## src/rtl/bpu_pkg.sv

```systemverilog
// Shared types and sizing for the branch predict unit.
// The top module's BPU_GSHARE_EN build macro uses the GHR_BITS width defined here.
package bpu_pkg;

  localparam int unsigned XLEN        = 32;
  localparam int unsigned BHT_ENTRIES = 64;
  localparam int unsigned BTB_ENTRIES = 16;
  localparam int unsigned GHR_BITS    = 6;
  localparam int unsigned BHT_IDX_W   = $clog2(BHT_ENTRIES);
  localparam int unsigned BTB_IDX_W   = $clog2(BTB_ENTRIES);
  localparam int unsigned BTB_TAG_W   = XLEN - BTB_IDX_W - 2;

  typedef enum logic [1:0] {
    SNT = 2'b00,
    WNT = 2'b01,
    WT  = 2'b10,
    ST  = 2'b11
  } bht_ctr_e;

  typedef struct packed {
    logic                 valid;
    logic [BTB_TAG_W-1:0] tag;
    logic [XLEN-1:0]      target;
    logic                 is_jump;
  } btb_entry_t;

  typedef struct packed {
    logic                 valid;
    logic                 taken;
    logic [XLEN-1:0]      target;
    logic [BHT_IDX_W-1:0] bht_idx;
  } bpu_pipe_t;

  // Saturating 2-bit counter step.
  function automatic bht_ctr_e ctr_next(input bht_ctr_e ctr, input logic taken);
    bht_ctr_e nxt;
    case (ctr)
      SNT:     nxt = taken ? WNT : SNT;
      WNT:     nxt = taken ? WT  : SNT;
      WT:      nxt = taken ? ST  : WNT;
      default: nxt = taken ? ST  : WT;
    endcase
    return nxt;
  endfunction

endpackage

```

## src/rtl/branch_predict_unit_if.sv

```systemverilog
// Pipeline <-> branch predictor signal bundle (fetch lookup, stage control, E resolution).
interface branch_predict_unit_if;
  import bpu_pkg::*;

  logic [XLEN-1:0] PCF;
  logic            StallF;
  logic            StallD;
  logic            FlushD;
  logic            FlushE;
  logic            BranchE;
  logic            JumpE;
  logic            PCSrcE;
  logic [XLEN-1:0] PCE;
  logic [XLEN-1:0] PCTargetE;
  logic            PredTakenF;
  logic [XLEN-1:0] PredPCF;
  logic            BranchPredicted;
  logic            MispredictE;
  logic [XLEN-1:0] RecoverPCE;

  modport master (
    output PCF, StallF, StallD, FlushD, FlushE, BranchE, JumpE, PCSrcE, PCE, PCTargetE,
    input  PredTakenF, PredPCF, BranchPredicted, MispredictE, RecoverPCE
  );

  modport slave (
    input  PCF, StallF, StallD, FlushD, FlushE, BranchE, JumpE, PCSrcE, PCE, PCTargetE,
    output PredTakenF, PredPCF, BranchPredicted, MispredictE, RecoverPCE
  );

endinterface

```

## src/rtl/bpu_btb.sv

```systemverilog
// Direct-mapped branch target buffer: combinational read, synchronous write,
// valid bits cleared by asynchronous reset (payload is left unreset).
module bpu_btb
  import bpu_pkg::*;
(
  input  logic                 clk,
  input  logic                 reset_n,
  input  logic [BTB_IDX_W-1:0] rd_idx,
  output btb_entry_t           rd_entry,
  input  logic                 wr_en,
  input  logic [BTB_IDX_W-1:0] wr_idx,
  input  btb_entry_t           wr_entry
);

  logic [BTB_ENTRIES-1:0] valid_q;
  btb_entry_t             data_q [BTB_ENTRIES];

  always_ff @(posedge clk or negedge reset_n) begin
    if (!reset_n) begin
      valid_q <= '0;
    end else if (wr_en) begin
      valid_q[wr_idx] <= wr_entry.valid;
    end
  end

  always_ff @(posedge clk) begin
    if (wr_en) begin
      data_q[wr_idx] <= wr_entry;
    end
  end

  // Reads see the pre-write contents in the cycle of a write.
  always_comb begin
    rd_entry       = data_q[rd_idx];
    rd_entry.valid = valid_q[rd_idx];
  end

endmodule

```

## src/rtl/branch_predict_unit.sv

```systemverilog
// Dynamic branch predictor: BHT + BTB lookup in F, prediction carried to E, resolved there.
// Build macro BPU_GSHARE_EN: XOR global history into the BHT index (default: bimodal).
module branch_predict_unit
  import bpu_pkg::*;
(
  input  logic                  clk,
  input  logic                  reset_n,
  branch_predict_unit_if.slave  bus
);

  logic [BHT_IDX_W-1:0] idx_f;
  bht_ctr_e             bht_q [BHT_ENTRIES];
  bht_ctr_e             ctr_f;
  btb_entry_t           btb_rd;
  btb_entry_t           btb_wr;
  logic                 hit_f;
  logic                 pred_taken_f;
  logic [XLEN-1:0]      pc_plus4_f;
  logic [XLEN-1:0]      pred_pc_f;
  bpu_pipe_t            pipe_f;
  bpu_pipe_t            pipe_d;
  bpu_pipe_t            pipe_e;
  logic                 resolve_e;
  logic                 upd_bht;
  logic                 upd_btb;

`ifdef BPU_GSHARE_EN
  logic [GHR_BITS-1:0]  ghr_q;

  assign idx_f = bus.PCF[BHT_IDX_W+1:2] ^ BHT_IDX_W'(ghr_q);

  // Non-speculative history: only resolved conditional branches shift in.
  always_ff @(posedge clk or negedge reset_n) begin
    if (!reset_n) begin
      ghr_q <= '0;
    end else if (upd_bht) begin
      ghr_q <= {ghr_q[GHR_BITS-2:0], bus.PCSrcE};
    end
  end
`else
  assign idx_f = bus.PCF[BHT_IDX_W+1:2];
`endif

  bpu_btb u_btb (
    .clk      (clk),
    .reset_n  (reset_n),
    .rd_idx   (bus.PCF[BTB_IDX_W+1:2]),
    .rd_entry (btb_rd),
    .wr_en    (upd_btb),
    .wr_idx   (bus.PCE[BTB_IDX_W+1:2]),
    .wr_entry (btb_wr)
  );

  // Fetch-stage prediction.
  assign ctr_f        = bht_q[idx_f];
  assign hit_f        = btb_rd.valid && (btb_rd.tag == bus.PCF[XLEN-1:BTB_IDX_W+2]);
  assign pred_taken_f = hit_f & (btb_rd.is_jump | ctr_f[1]);
  assign pc_plus4_f   = bus.PCF + XLEN'(4);
  assign pred_pc_f    = pred_taken_f ? btb_rd.target : pc_plus4_f;

  assign bus.PredTakenF = pred_taken_f;
  assign bus.PredPCF    = pred_pc_f;

  // A stalled fetch contributes no valid prediction.
  assign pipe_f = '{valid: ~bus.StallF, taken: pred_taken_f, target: pred_pc_f, bht_idx: idx_f};

  always_ff @(posedge clk or negedge reset_n) begin
    if (!reset_n) begin
      pipe_d <= '0;
      pipe_e <= '0;
    end else begin
      if (bus.FlushD) begin
        pipe_d <= '0;
      end else if (!bus.StallD) begin
        pipe_d <= pipe_f;
      end
      if (bus.FlushE) begin
        pipe_e <= '0;
      end else begin
        pipe_e <= pipe_d;
      end
    end
  end

  // Execute-stage resolution.
  assign resolve_e = pipe_e.valid & (bus.BranchE | bus.JumpE);
  assign upd_bht   = pipe_e.valid & bus.BranchE;
  assign upd_btb   = pipe_e.valid & ((bus.BranchE & bus.PCSrcE) | bus.JumpE);

  assign bus.BranchPredicted = pipe_e.valid & pipe_e.taken;
  assign bus.RecoverPCE      = bus.PCSrcE ? bus.PCTargetE : (bus.PCE + XLEN'(4));
  assign bus.MispredictE     = resolve_e &
                               ((pipe_e.taken != bus.PCSrcE) |
                                (pipe_e.taken & bus.PCSrcE & (pipe_e.target != bus.PCTargetE)));

  assign btb_wr = '{valid:   1'b1,
                    tag:     bus.PCE[XLEN-1:BTB_IDX_W+2],
                    target:  bus.PCTargetE,
                    is_jump: bus.JumpE};

  // Counters train at the index carried from fetch, not a recomputed one.
  always_ff @(posedge clk or negedge reset_n) begin
    if (!reset_n) begin
      for (int unsigned i = 0; i < BHT_ENTRIES; i++) begin
        bht_q[i] <= WNT;
      end
    end else if (upd_bht) begin
      bht_q[pipe_e.bht_idx] <= ctr_next(bht_q[pipe_e.bht_idx], bus.PCSrcE);
    end
  end

endmodule

```

## src/flat_wrapper.sv

```systemverilog
// flat-port wrapper written by rule: the top's interface ports become plain ports
module branch_predict_unit_flat import bpu_pkg::*;
  (clk, reset_n, bus_PCF, bus_StallF, bus_StallD, bus_FlushD, bus_FlushE, bus_BranchE, bus_JumpE, bus_PCSrcE, bus_PCE, bus_PCTargetE, bus_PredTakenF, bus_PredPCF, bus_BranchPredicted, bus_MispredictE, bus_RecoverPCE);
  branch_predict_unit_if bus_i ();
  input  logic clk;
  input  logic reset_n;
  input wire logic [$bits(bus_i.PCF)-1:0] bus_PCF;
  input wire logic [$bits(bus_i.StallF)-1:0] bus_StallF;
  input wire logic [$bits(bus_i.StallD)-1:0] bus_StallD;
  input wire logic [$bits(bus_i.FlushD)-1:0] bus_FlushD;
  input wire logic [$bits(bus_i.FlushE)-1:0] bus_FlushE;
  input wire logic [$bits(bus_i.BranchE)-1:0] bus_BranchE;
  input wire logic [$bits(bus_i.JumpE)-1:0] bus_JumpE;
  input wire logic [$bits(bus_i.PCSrcE)-1:0] bus_PCSrcE;
  input wire logic [$bits(bus_i.PCE)-1:0] bus_PCE;
  input wire logic [$bits(bus_i.PCTargetE)-1:0] bus_PCTargetE;
  output wire logic [$bits(bus_i.PredTakenF)-1:0] bus_PredTakenF;
  output wire logic [$bits(bus_i.PredPCF)-1:0] bus_PredPCF;
  output wire logic [$bits(bus_i.BranchPredicted)-1:0] bus_BranchPredicted;
  output wire logic [$bits(bus_i.MispredictE)-1:0] bus_MispredictE;
  output wire logic [$bits(bus_i.RecoverPCE)-1:0] bus_RecoverPCE;
  assign bus_i.PCF = bus_PCF;
  assign bus_i.StallF = bus_StallF;
  assign bus_i.StallD = bus_StallD;
  assign bus_i.FlushD = bus_FlushD;
  assign bus_i.FlushE = bus_FlushE;
  assign bus_i.BranchE = bus_BranchE;
  assign bus_i.JumpE = bus_JumpE;
  assign bus_i.PCSrcE = bus_PCSrcE;
  assign bus_i.PCE = bus_PCE;
  assign bus_i.PCTargetE = bus_PCTargetE;
  assign bus_PredTakenF = bus_i.PredTakenF;
  assign bus_PredPCF = bus_i.PredPCF;
  assign bus_BranchPredicted = bus_i.BranchPredicted;
  assign bus_MispredictE = bus_i.MispredictE;
  assign bus_RecoverPCE = bus_i.RecoverPCE;
  branch_predict_unit u_core (.clk(clk), .reset_n(reset_n), .bus(bus_i));
endmodule
```

## config.mk

```make
export PLATFORM = sky130hd
export DESIGN_NAME = branch_predict_unit_flat
export DESIGN_NICKNAME = d
export VERILOG_FILES = /design/src/rtl/bpu_pkg.sv /design/src/rtl/branch_predict_unit_if.sv /design/src/rtl/bpu_btb.sv /design/src/rtl/branch_predict_unit.sv /design/src/flat_wrapper.sv
export SDC_FILE = /design/constraint.sdc
export NUM_CORES = 2
export LEC_CHECK = 0
export ABC_CLOCK_PERIOD_IN_PS = 7200
export BUFFER_PORTS_ARGS = -buffer_cell sky130_fd_sc_hd__buf_2
export CAP_MARGIN = 25
export CORE_MARGIN = 3
export CORE_UTILIZATION = 27
export CTS_CLUSTER_DIAMETER = 200
export DETAILED_ROUTE_END_ITERATION = 16
export PLACE_DENSITY_LB_ADDON = 0.12
export SETUP_SLACK_MARGIN = 0.15
export SYNTH_ARGS = -nofsm -noshare
export SYNTH_HDL_FRONTEND = slang
export SYNTH_SLANG_ARGS = --single-unit
```

## constraint.sdc

```tcl
create_clock -name clk -period 7.2 [get_ports clk]
set_input_delay 0.36 -clock clk [delete_from_list [all_inputs] [get_ports clk]]
set_output_delay 0.36 -clock clk [all_outputs]
set_load 0.005 [all_outputs]
```

==> flow_metrics.py <==
metrics = {
    "logic_synthesis": {
        "synth_top_area_share_pct": 57.68,
        "syn_nets": 2876,
        "yosys_warnings": 0,
        "yosysTopAreaCell": "edfxtp_1",
        "synthDistinctLibCells": 75,
        "post-synth-top-count-cell": "edfxtp_1",
        "synth_seq_cells": 1168,
        "syn_avg_cell_area_um2": 17.77,
        "synth.top_cells.by_area": "edfxtp_1 (58%), mux4_2 (12%), dfrtp_1 (8.1%), mux2_2 (3.9%), dfstp_2 (3.4%)",
        "synth.top_cells.by_count": "edfxtp_1 (944), mux4_2 (259), mux2_2 (169)",
        "netlist_area_um2": 49140,
        "synth_edf_count": 944,
        "yosys_most_used_dff": "edfxtp_1",
        "async_reset_ff_share_pct": 19.18,
        "netlist_instances": 2765,
        "yosysSeqAreaShare_pct": 69.25,
    },
    "setup_path": {
        "critical_path.reg2reg.endpoint": "u_core.pipe_d[36]$_DFFE_PN0P_",
        "crit_family": "simple AND/OR/NAND/NOR gates",
        "cp_cell_sequence": "mux4_2, nor2_1, nor3_1, o41ai_1, nand4_1, or4_1, buf_4, or3_2, mux2_2, buf_2",
        "setup.worst_path.start": "u_core.u_btb.data_q[11][54]$_DFFE_PP_",
        "path_buf_inv": 2,
        "critPathRequiredTime_ps": 6840,
        "crit_path_top_delay_cell": "o41ai_1",
        "r2r_start": "u_core.u_btb.data_q[11][54]$_DFFE_PP_",
        "regToRegSetupSlack_ps": 2320,
        "crit_type": "flip-flop to output pin",
        "rr_worst_depth": 10,
        "slowest_delay_ps": 1030,
        "critPathArrivalTime_ps": 5500,
        "crit_path_start_kind": "flip-flop",
        "endpoint_kind": "output pin",
        "cp_max_fo": 29,
    },
    "clock_network": {
        "tritoncts": "built",
        "cts-resized-gates": 0,
        "cts_htree_levels": 4,
        "clockBufferDepth": 3,
        "root_buffer": "clkbuf_16",
        "clock-sinks": 1168,
        "cts_setup_buffers": 0,
        "clock_latency_ps": 770,
        "clk_pin_slew_ps": 60,
        "numCtsBuffers": 135,
    },
    "place": {
        "port_buffers": 171,
        "pre_cts_ws_ps": 1461,
        "gp_congestion": 0.8656,
        "hpwl_um": 110500,
        "numPlacedInstances": 5199,
    },
    "global_route": {
        "grt_start_max_net_pins": 95,
        "overflow": 0,
        "antenna_found_initial": 33,
        "grt_pass1_vias": 29150,
        "grt_pass1_wl_um": 239500,
        "grt.total_usage_pct": 18.54,
    },
    "sta": {
        "holdWs_ps": 50.67,
        "post-route-min-period_ps": 5856,
        "relSlewSlack_pct": 21.46,
        "rsz0062_at_grt": "false",
        "fin_ws_ps": 1344,
        "min_period_over_period_pct": 81.33,
        "fmax_mhz": 170.8,
        "skew_ps": 27.58,
        "drv_slew": 0,
        "setup_viol": 0,
        "final_hold_viol_count": 0,
        "worst_slew_pin_slew_ps": 1174,
        "tns_ps": 0,
    },
    "worst_hold_path": {
        "whs_path_depth": 1,
        "hp-class": "input pin to flip-flop",
        "hold_start": "bus_PCTargetE[2]",
        "min_to": "u_core.u_btb.data_q[12][3]$_DFFE_PP_",
    },
    "drt": {
        "drtIter0Drc": 2671,
        "viasPerCell": 5.083,
        "drc": 0,
        "firstDrtPassIters": 5,
        "routed_wl_um": 174300,
        "via_count": 27850,
        "drtAntennaViolNets": 0,
        "wire_per_inst_um": 31.81,
    },
    "power_and_ir_drop": {
        "power.leakage_nw": 19.22,
        "irDropWorstVdd_mv": 0.1762,
        "p_per_area_nw_per_um2": 261.1,
    },
    "floorplan": {
        "io_pins": 172,
        "start_util_pct": 27.36,
        "die_w_um": 432.6,
        "rows": 155,
        "core-area_um2": 179600,
        "die_area_um2": 187200,
        "fp.dieH_um": 432.6,
    },
    "cells_and_area": {
        "synthToLayoutAreaGrowth_pct": 17.15,
        "nFillCells": 17370,
        "fin_cells": 5478,
        "drive_gt1_share_pct": 31.42,
        "final_nets": 3114,
    },
    "run": {
        "drv_cap": 0,
    },
    "status": {
        "status": "completed",
    },
}
## registers in the layout, indices dropped and copies added, names as in the netlist
register	cells
u_core.u_btb.data_q	944
u_core.bht_q	128
u_core.pipe_d	40
u_core.pipe_e	40
u_core.u_btb.valid_q	16
## per-layer routing
metal / global-route usage [%] / part of all wire [%] / up-vias
li1: - / - / 11630
met1: 23.64 / 42 / 15100
met2: 31.49 / 50 / 830
met3: 2.867 / 4.5 / 271
met4: 7.530 / 4.1 / 6
met5: 0 / 0.031 / -
## cells in the final DEF (no fill, tap or decap), types with 28 or more instances in the layout
| cell type | netlist | routed |
|---|---|---|
| dfrtp_1 | 160 | 160 |
| mux2i_1 | 79 | 79 |
| nand4_1 | 35 | 35 |
| nor2_1 | 126 | 112 |
| a22oi_1 | 56 | 56 |
| nor2b_1 | 48 | 46 |
| xor2_1 | 35 | 35 |
| clkbuf_1 | 97 | 39 |
| mux2_2 | 169 | 169 |
| nand2_1 | 125 | 125 |
| edfxtp_1 | 944 | 944 |
| xnor2_1 | 73 | 73 |
| buf_2 | 18 | 167 |
| clkbuf_16 | 0 | 139 |
| nor4_1 | 37 | 37 |
| o21ai_0 | 43 | 43 |
| dfstp_2 | 64 | 64 |
| mux4_2 | 259 | 259 |
| buf_4 | 12 | 71 |
| clkinv_1 | 1 | 28 |
## cells by family after synthesis
logic type	after synthesis	share of synthesized area (%)
mux	514	17.51
fa+ha+maj	8	0.1935
compound gates	256	3.916
xor+xnor	108	1.925
flops	1168	69.25
buf+inv	187	1.703
simple gates	524	5.497
## where the power goes
group,internal (mW),switching (mW)
clock,3.83,2.78
combinational,0.348,0.697
sequential,7.36,0.0251
## stage by stage
stage          cell area (um2)  utilization (%)  power [mW]
6_report                 57570            32.06       15.03
5_1_grt                  57560            32.05       15.54
4_1_cts                  57500            32.02       15.23
3_5_place_dp             53100            29.57       8.570
3_3_place_gp             53020            29.52       8.559
2_1_floorplan            49140                -       8.031
## worst reg2reg max path, delay by kind of cell, from the launching register on
family	cells	cell delay (ps)
and+or+nand+nor	5	1970
AOI/OAI and AO/OA	2	1350
buffers and inverters	2	620
muxes	1	490
DFF	1	360
## final cells by class
cell class	instances	area, um2	share of cell area, %
flip-flops and latches	1168	34030	59.11
multi-input cells	1410	14440	25.08
diodes	10	25.02	0.04347
clock buffers	184	3707	6.440
well taps	2355	2947	5.118
repair buffers	273	1863	3.236
inverters	15	58.81	0.1021
clock inverters	63	499.2	0.8672
## timing repair
action	CTS	global route
endpoints found under the hold margin	293	0
hold buffers	19	0
setup endpoints to repair	0	0
## worst max path at each step
stage / cells after the start / endpoint
6_report: 10 / bus_PredPCF[29]
5_1_grt: 11 / bus_PredPCF[29]
4_1_cts: 10 / bus_PredPCF[29]
3_5_place_dp: 12 / bus_PredPCF[29]
3_3_place_gp: 11 / bus_PredPCF[29]
2_1_floorplan: 6 / u_core.u_btb.valid_q[0]$_DFFE_PN0P_
No activity file was read; power rests on OpenSTA's default activity.
